<file path="src/rtl/decode_stage.sv">
// RV32/RV64 base-ISA decode stage: field extraction, immediate generation and
// illegal-opcode detection behind a single-entry valid/ready pipeline register.
module decode_stage #(
  parameter int unsigned XLEN = 32,
  parameter int unsigned PC_W = XLEN
) (
  input  logic            clk,
  input  logic            rst_n,
  input  logic            in_valid,
  output logic            in_ready,
  input  logic [31:0]     in_insn,
  input  logic [PC_W-1:0] in_pc,
  input  logic            flush,
  output logic            out_valid,
  input  logic            out_ready,
  output logic [PC_W-1:0] out_pc,
  output logic [4:0]      out_opcode,
  output logic [3:0]      out_alu_op,
  output logic [4:0]      out_rd,
  output logic [4:0]      out_rs1,
  output logic [4:0]      out_rs2,
  output logic [XLEN-1:0] out_imm,
  output logic            out_rd_we,
  output logic            out_invalid
);

  localparam logic [4:0] OPC_LOAD      = 5'b00000;
  localparam logic [4:0] OPC_MISC_MEM  = 5'b00011;
  localparam logic [4:0] OPC_OP_IMM    = 5'b00100;
  localparam logic [4:0] OPC_AUIPC     = 5'b00101;
  localparam logic [4:0] OPC_OP_IMM_32 = 5'b00110;
  localparam logic [4:0] OPC_STORE     = 5'b01000;
  localparam logic [4:0] OPC_OP        = 5'b01100;
  localparam logic [4:0] OPC_LUI       = 5'b01101;
  localparam logic [4:0] OPC_OP_32     = 5'b01110;
  localparam logic [4:0] OPC_BRANCH    = 5'b11000;
  localparam logic [4:0] OPC_JALR      = 5'b11001;
  localparam logic [4:0] OPC_JAL       = 5'b11011;
  localparam logic [4:0] OPC_SYSTEM    = 5'b11100;
  localparam logic [2:0] F3_SR         = 3'b101;
  localparam bit         RV64          = (XLEN == 64);

  logic [4:0]      w_opcode;
  logic [2:0]      w_funct3;
  logic [4:0]      w_rd;
  logic            w_legal;
  logic            w_alt;
  logic            w_no_wr;
  logic [31:0]     w_imm32;
  logic            w_invalid;
  logic [XLEN-1:0] w_imm;
  logic [3:0]      w_alu_op;
  logic            w_rd_we;
  logic            w_accept;

  logic            r_valid;
  logic [PC_W-1:0] r_pc;
  logic [4:0]      r_opcode;
  logic [3:0]      r_alu_op;
  logic [4:0]      r_rd;
  logic [4:0]      r_rs1;
  logic [4:0]      r_rs2;
  logic [XLEN-1:0] r_imm;
  logic            r_rd_we;
  logic            r_invalid;

  assign w_opcode = in_insn[6:2];
  assign w_funct3 = in_insn[14:12];
  assign w_rd     = in_insn[11:7];

  // Per-opcode legality, immediate format, ALU-op extension and rd-write suppression.
  always_comb begin
    w_legal = 1'b0;
    w_alt   = 1'b0;
    w_no_wr = 1'b0;
    w_imm32 = '0;
    case (w_opcode)
      OPC_LOAD, OPC_JALR, OPC_SYSTEM: begin
        w_legal = 1'b1;
        w_imm32 = {{20{in_insn[31]}}, in_insn[31:20]};
      end
      OPC_OP_IMM: begin
        w_legal = 1'b1;
        w_alt   = (w_funct3 == F3_SR);
        w_imm32 = {{20{in_insn[31]}}, in_insn[31:20]};
      end
      OPC_OP_IMM_32: begin
        w_legal = RV64;
        w_alt   = (w_funct3 == F3_SR);
        w_imm32 = {{20{in_insn[31]}}, in_insn[31:20]};
      end
      OPC_AUIPC, OPC_LUI: begin
        w_legal = 1'b1;
        w_imm32 = {in_insn[31:12], 12'b0};
      end
      OPC_STORE: begin
        w_legal = 1'b1;
        w_no_wr = 1'b1;
        w_imm32 = {{20{in_insn[31]}}, in_insn[31:25], in_insn[11:7]};
      end
      OPC_BRANCH: begin
        w_legal = 1'b1;
        w_no_wr = 1'b1;
        w_imm32 = {{19{in_insn[31]}}, in_insn[31], in_insn[7], in_insn[30:25],
                   in_insn[11:8], 1'b0};
      end
      OPC_MISC_MEM: begin
        w_legal = 1'b1;
        w_no_wr = 1'b1;
      end
      OPC_OP: begin
        w_legal = 1'b1;
        w_alt   = 1'b1;
      end
      OPC_OP_32: begin
        w_legal = RV64;
        w_alt   = RV64;
      end
      OPC_JAL: begin
        w_legal = 1'b1;
        w_imm32 = {{11{in_insn[31]}}, in_insn[31], in_insn[19:12], in_insn[20],
                   in_insn[30:21], 1'b0};
      end
      default: begin
        w_legal = 1'b0;
      end
    endcase
  end

  // Immediate is zeroed for illegal encodings; the 32-bit form sign-extends to XLEN.
  assign w_invalid = (in_insn[1:0] != 2'b11) || !w_legal;
  assign w_imm     = w_invalid ? '0 : XLEN'($signed(w_imm32));
  assign w_alu_op  = {w_alt & in_insn[30], w_funct3};
  assign w_rd_we   = !w_invalid && !w_no_wr && (w_rd != 5'd0);

  assign in_ready  = !r_valid || out_ready;
  assign w_accept  = in_valid && in_ready;

  // Single-entry pipeline register; flush kills both held and incoming bundles.
  always_ff @(posedge clk) begin
    if (!rst_n) begin
      r_valid   <= 1'b0;
      r_pc      <= '0;
      r_opcode  <= '0;
      r_alu_op  <= '0;
      r_rd      <= '0;
      r_rs1     <= '0;
      r_rs2     <= '0;
      r_imm     <= '0;
      r_rd_we   <= 1'b0;
      r_invalid <= 1'b0;
    end else if (flush) begin
      r_valid   <= 1'b0;
    end else if (w_accept) begin
      r_valid   <= 1'b1;
      r_pc      <= in_pc;
      r_opcode  <= w_opcode;
      r_alu_op  <= w_alu_op;
      r_rd      <= w_rd;
      r_rs1     <= in_insn[19:15];
      r_rs2     <= in_insn[24:20];
      r_imm     <= w_imm;
      r_rd_we   <= w_rd_we;
      r_invalid <= w_invalid;
    end else if (out_ready) begin
      r_valid   <= 1'b0;
    end
  end

  assign out_valid   = r_valid;
  assign out_pc      = r_pc;
  assign out_opcode  = r_opcode;
  assign out_alu_op  = r_alu_op;
  assign out_rd      = r_rd;
  assign out_rs1     = r_rs1;
  assign out_rs2     = r_rs2;
  assign out_imm     = r_imm;
  assign out_rd_we   = r_rd_we;
  assign out_invalid = r_invalid;

endmodule

</file>
<file path="config.mk">
export PLATFORM = sky130hd
export DESIGN_NAME = decode_stage
export DESIGN_NICKNAME = d
export VERILOG_FILES = /design/src/rtl/decode_stage.sv
export SDC_FILE = /design/constraint.sdc
export NUM_CORES = 1
export LEC_CHECK = 0
export ABC_AREA = 1
export CORE_MARGIN = 2
export CORE_UTILIZATION = 35
export CTS_CLUSTER_SIZE = 16
export DETAILED_ROUTE_END_ITERATION = 12
export HOLD_SLACK_MARGIN = 0.06
export PLACE_DENSITY = 0.7
export SLEW_MARGIN = 20
export SYNTH_ARGS = -nofsm -noshare
export SYNTH_HDL_FRONTEND = slang
export SYNTH_SLANG_ARGS = --single-unit
</file>
<file path="constraint.sdc">
create_clock -name clk -period 1.41 [get_ports clk]
set_clock_uncertainty 0.2 [all_clocks]
set_input_delay 0.141 -clock clk [delete_from_list [all_inputs] [get_ports clk]]
set_output_delay 0.141 -clock clk [all_outputs]
set_load 0.02 [all_outputs]
</file>
# Word-level counts from Yosys, hierarchy flattened
# Cells that the tools add are included.
dict set report op_classes {
  addsub 0
  n_eq_ne 13
  shift 0
  muxes 7
  magnitude_cmp 0
  mul 0
  reduce_logical 19
  div 0
  bitwise 3
}
# operator n
set ops {}
lappend ops {{case mux 32 bit (5 select lines)} 1}
lappend ops {{2-to-1 mux 32 bit} 1}
lappend ops {{== test 5 bit, second input constant} 4}
lappend ops {{== test 5 x 3 -> 1 bit, second input constant} 3}
lappend ops {{== test 5 x 4 -> 1 bit, second input constant} 3}
lappend ops {{OR reduction 11 bit} 1}
lappend ops {{OR reduction 2 bit} 3}
lappend ops {{== test 5 x 2 -> 1 bit, second input constant} 1}
lappend ops {{zero test 5 bit} 1}
lappend ops {{nonzero test 5 bit} 1}
lappend ops {{OR reduction 5 bit} 1}
lappend ops {{zero test 1 bit} 4}
lappend ops {{2-to-1 mux 1 bit} 4}
lappend ops {{== test 3 bit, second input constant} 1}
lappend ops {{logical AND 1 bit} 3}
lappend ops {{OR reduction 3 bit} 1}
lappend ops {{logical OR 1 bit} 2}
lappend ops {{inequality test 2 bit, second input constant} 1}
lappend ops {{NOT 1 bit} 2}
lappend ops {{case mux 1 bit (2 select lines)} 1}
lappend ops {{AND reduction 2 bit} 1}
lappend ops {{nonzero test 2 bit} 1}
lappend ops {{bitwise AND 1 bit} 1}
dict set report totals {
  inputBits 69
  ram_bits 0
  wordCells 52
  latchBits 0
  reg_bits 91
  memories 0
  rom_bits 0
  out_inout_bits 92
}

# Depth between registers and ports, before layout
dict set report depth {
  word_depth 8
  depth_mapped 10
  mapped_depth_nobuf 9
}

# Least setup slack after synthesis
# Ideal clock, no wire load.
dict set report synth_timing {
  path_type {register -> register}
  start {register r_valid, in the netlist out_valid}
  end {register r_imm[10], in the netlist out_imm[10]}
  synth_period_minus_slack_ns 1.813
  stages_incl_launch_ff 9
  path_slack_ns -0.403
  setup_ns 0.070
  arrival_ns 1.542
  required_ns 1.140
  n_path_buf 2
  cell_sequence {dfxtp_1 inv_1 nor2_1 inv_1 nand2_1 clkbuf_1 clkbuf_1 nand2_1 a21oi_1}
}
dict set report synth_via {
  elab_chain_cells 4
}
# item line_no
set synth_lines {}
lappend synth_lines {{from (decl)} 56} ;# logic r_valid;
lappend synth_lines {{from (signal assigned)} 142} ;# r_valid <= 1'b0;
lappend synth_lines {{from (signal assigned)} 153} ;# r_valid <= 1'b0;
lappend synth_lines {{from (signal assigned)} 155} ;# r_valid <= 1'b1;
lappend synth_lines {{zero test 1 bit} 136} ;# assign in_ready = !r_valid || out_ready;
lappend synth_lines {{logical OR 1 bit} 136}
lappend synth_lines {{net in_ready} 10} ;# output logic in_ready,
lappend synth_lines {{logical AND 1 bit} 137} ;# assign w_accept = in_valid && in_ready;
lappend synth_lines {{AND reduction 2 bit (no source line)} -}
lappend synth_lines {{to (signal assigned)} 162} ;# r_imm <= w_imm;
lappend synth_lines {{to (decl)} 63} ;# logic [XLEN-1:0] r_imm;
# The timed path passes the listed nets, and every way through them passes these cells.
# A chain may end at the register's enable or synchronous reset.

# Worst setup path in the final report
dict set report layout_timing {
  start {input port in_insn[2]}
  end {register r_imm[24], in the netlist out_imm[24]}
}
dict set report layout_via {
  elab_chain_cells 6
  elab_cells_between_ends 20
  cone_classes {eq/ne (11); mux (3); reduce/logical (6)}
}
# item line_no
set layout_lines {}
lappend layout_lines {{from (decl)} 11} ;# input logic [31:0] in_insn,
lappend layout_lines {{== test 5 bit (tied with other cells)} 77} ;# case (w_opcode)
lappend layout_lines {{OR reduction 11 bit (no source line)} -}
lappend layout_lines {{2-to-1 mux 1 bit} 77}
lappend layout_lines {{zero test 1 bit} 131} ;# assign w_invalid = (in_insn[1:0] != 2'b11) || !w_legal;
lappend layout_lines {{logical OR 1 bit} 131}
lappend layout_lines {{2-to-1 mux 32 bit *} 132} ;# assign w_imm = w_invalid ? '0 : XLEN'($signed(w_imm32));
# Mark *: on every way between the ends. The rest lies on a longest branch, timed or not.

==> results.ini <==
[job]
maxCapViolCount = 0

[cts]
cts_tree = done
cts_sinks = 91
cts_root_buffer = clkbuf_16
clkSlewWorstSetupHoldPaths_ps = 60
cts_buffer_depth = 2
clk_latency_ps = 340
cts_buffers = 9
cts.htree.levels = 3

[setup_path]
critPathBufInv = 5
cp-startpoint = in_insn[2]
critical_path_class = primary input to register
cpLargestDelayFamily = buffers and inverters
timing.rr.start = out_valid$_SDFFE_PP0P_
cpMaxStageDelayCell = nor2_4
crit_required_ps = 1470
cp-start-kind = primary input
critPathArrivalTime_ps = 1580
endpoint_kind = register
cpPeakStageDelay_ps = 180
crit_chain = buf_6 -> buf_6 -> nor2_4 -> buf_6 -> nand2_4 -> nand3_4 -> nor2_4 -> a21oi_4 -> buf_12 -> buf_12 -> nand3_2 -> a21oi_1
path_max_fanout = 8
cp_common_cell = buf_6

[final_layout]
final_cells = 933
fin_nets = 856
diodes = 0
fin_area_um2 = 7260
area_delta_synth_final_pct = 80.9
fillers = 973
drive_gt1_share_pct = 27.1

[power_and_ir_drop]
p_sw_w = 0.00183
leakage_nw = 3.36
p_clk_share_pct = 37.7
p_int_w = 0.00489
ir_drop_mv = 0.688
combPwrFrac_pct = 21.4
power_density_nw_per_um2 = 926
seq_power_share_pct = 40.9
swShare_pct = 27.2

[global_route]
overflow = 0
grt_pass1_wl_um = 23600
track_usage_pct = 23.6
grt_pass1_vias = 4662
grt_max_degree = 35
grt_antenna_before_repair = 0

[logic_synthesis]
ys_types = 26
syn_area_per_cell_um2 = 7.03
synth_top_cell_by_area = dfxtp_1
ys_seq_area_share_pct = 45.4
synth-edff-count = 0
syn_area_um2 = 4010
post-synth-top-count-cell = nor2_1
synth_seq_cells = 91
synthTopCellsByArea = dfxtp_1 45%, nor2_1 11%, nand2_1 9.2%
yosys_warnings = 0
async_flop_share_pct = 0
synthTopCellsByCount = 122 x nor2_1, 98 x nand2_1, 91 x dfxtp_1
synthCells = 571
ys.flop_type = dfxtp_1
syn_nets = 640
yosysTopAreaCellShare_pct = 45.4

[floorplan]
io_pins = 161
start_util_pct = 35.4
chipWidth_um = 111
num_rows = 39
die_h_um = 111
die_area_um2 = 12300
core_area_um2 = 11300

[place]
portBuffers = 160
place.gp.congestion = 0.863
placed_cells = 889
placedInstanceArea_um2 = 6120
dp_hpwl_um = 9440

[worst_hold_path]
hold_class = primary input to register
min_from = in_insn[6]

[status]
violations = setup timing
outcome = complete, but fails checks

[sta]
layout_setup_ws_ps = -107
period_minus_slack_ps = 1520
setup_tns_ps = -1780
drv_slew = 0
rsz0062_at_grt = yes
setup-violations-final = 47
tightestPinTransition_ps = 310
timing.fmax_ghz = 0.659
finalCritPeriodShare_pct = 108
relSlewSlack_pct = 79.3
hold_viol = 0

[detailed_routing]
wl_per_cell_um = 16.3
drt_iter0_drc = 472
drt.antenna.violating_nets = 0
vias = 4716
first_pass_iters = 6
vias_per_cell = 5.05
drc = 0
totalWireLength_um = 15200

[metal layers]
metal,track usage (%),part of all wire [%]
met1,28.7,40
met2,41.8,52
met3,4.87,6.2
met4,7.82,2.6
met5,0,0
[worst reg2reg max path: stages (launching register included)]
cell and delay (ps):
dfxtp_4 340, inv_2 50, nor2_2 40, inv_2 110
nand2_8 110, inv_16 130, buf_12 160, nand3_2 110
a21oi_1 180
[through the flow]
step | util (%) | total power, W | hold WS, ps | setup WS, ps
2_1_floorplan | - | 0.00338 | 9.72 | -63.4
3_3_place_gp | 54.1 | 0.00398 | 251 | -701
3_5_place_dp | 54.1 | 0.00400 | 253 | -783
4_1_cts | 61.8 | 0.00665 | 151 | -105
5_1_grt | 64.1 | 0.00698 | 191 | -173
6_report | 64.1 | 0.00672 | 173 | -107
[sequential cells by signal, summed over array words and instances, names as in the netlist, 4 cells and up]
register,cells
out_rs1,5
out_rs2,5
out_alu_op,4
out_imm,32
out_rd,5
out_pc,32
out_opcode,5
[final timing paths]
| check | cells after the start | end | slack, ps |
|---|---|---|---|
| setup / recovery | 12 | out_imm[24]$_SDFFE_PN0P_ | -110 |
| hold / removal | 5 | out_opcode[4]$_SDFFE_PN0P_ | 170 |
| setup reg to reg | 8 | out_imm[24]$_SDFFE_PN0P_ | -90 |
| hold reg to reg | 2 | out_imm[19]$_SDFFE_PN0P_ | 260 |
[power by group through the flow]
stage                     registers [W]  logic, W  clock network [W]
after floorplan                 0.00293  0.000445                  0
after global placement          0.00279   0.00118                  0
after detailed placement        0.00280   0.00120                  0
after CTS                       0.00274   0.00135            0.00256
after global routing            0.00276   0.00153            0.00269
final                           0.00275   0.00144            0.00254
[layout make-up]
cell class	count	area, um^2	area share [%]
Clock buffer	10	229	3.15
Sequential cell	91	1830	25.1
Multi-Input combinational cell	414	2360	32.5
Timing Repair Buffer	243	2470	34.0
Inverter	28	124	1.71
Tap cell	143	179	2.46
Clock inverter	4	77.6	1.07
[cells in the final DEF, fill, tap and decap left out, types with 4 or more instances in the layout]
cell type / instances
nand3_1: 36
nor2_2: 6
dlygate4sd3_1: 4
dfxtp_1: 90
buf_2: 5
clkbuf_2: 4
clkdlybuf4s15_1: 16
a21oi_1: 39
buf_6: 14
o21ai_0: 22
buf_12: 14
nand2_2: 7
clkbuf_16: 11
a21oi_2: 14
inv_2: 5
nand2_1: 90
inv_1: 20
nand2_4: 4
buf_4: 43
o21ai_1: 14
nor2_1: 104
buf_16: 4
nand3_2: 27
o21ai_2: 20
nor2_4: 18
nand3_4: 4
clkdlybuf4s50_1: 62
dlygate4sd2_1: 71
[cell families after synthesis]
| kind of cell | Yosys count | synth area share [%] |
|---|---|---|
| simple gates | 301 | 32.9 |
| compound gates | 113 | 14.5 |
| flops | 91 | 45.4 |
| buf+inv | 66 | 7.14 |
[timing repair]
action	4_1_cts	5_1_grt
endpoints found under the hold margin	4	0
gates resized for setup	196	129
pin swaps	26	26
endpoints found under the setup margin	165	104
buffers inserted	19	2
cloned	9	2
hold buffers	4	0
No activity file was read; power rests on OpenSTA's default activity.
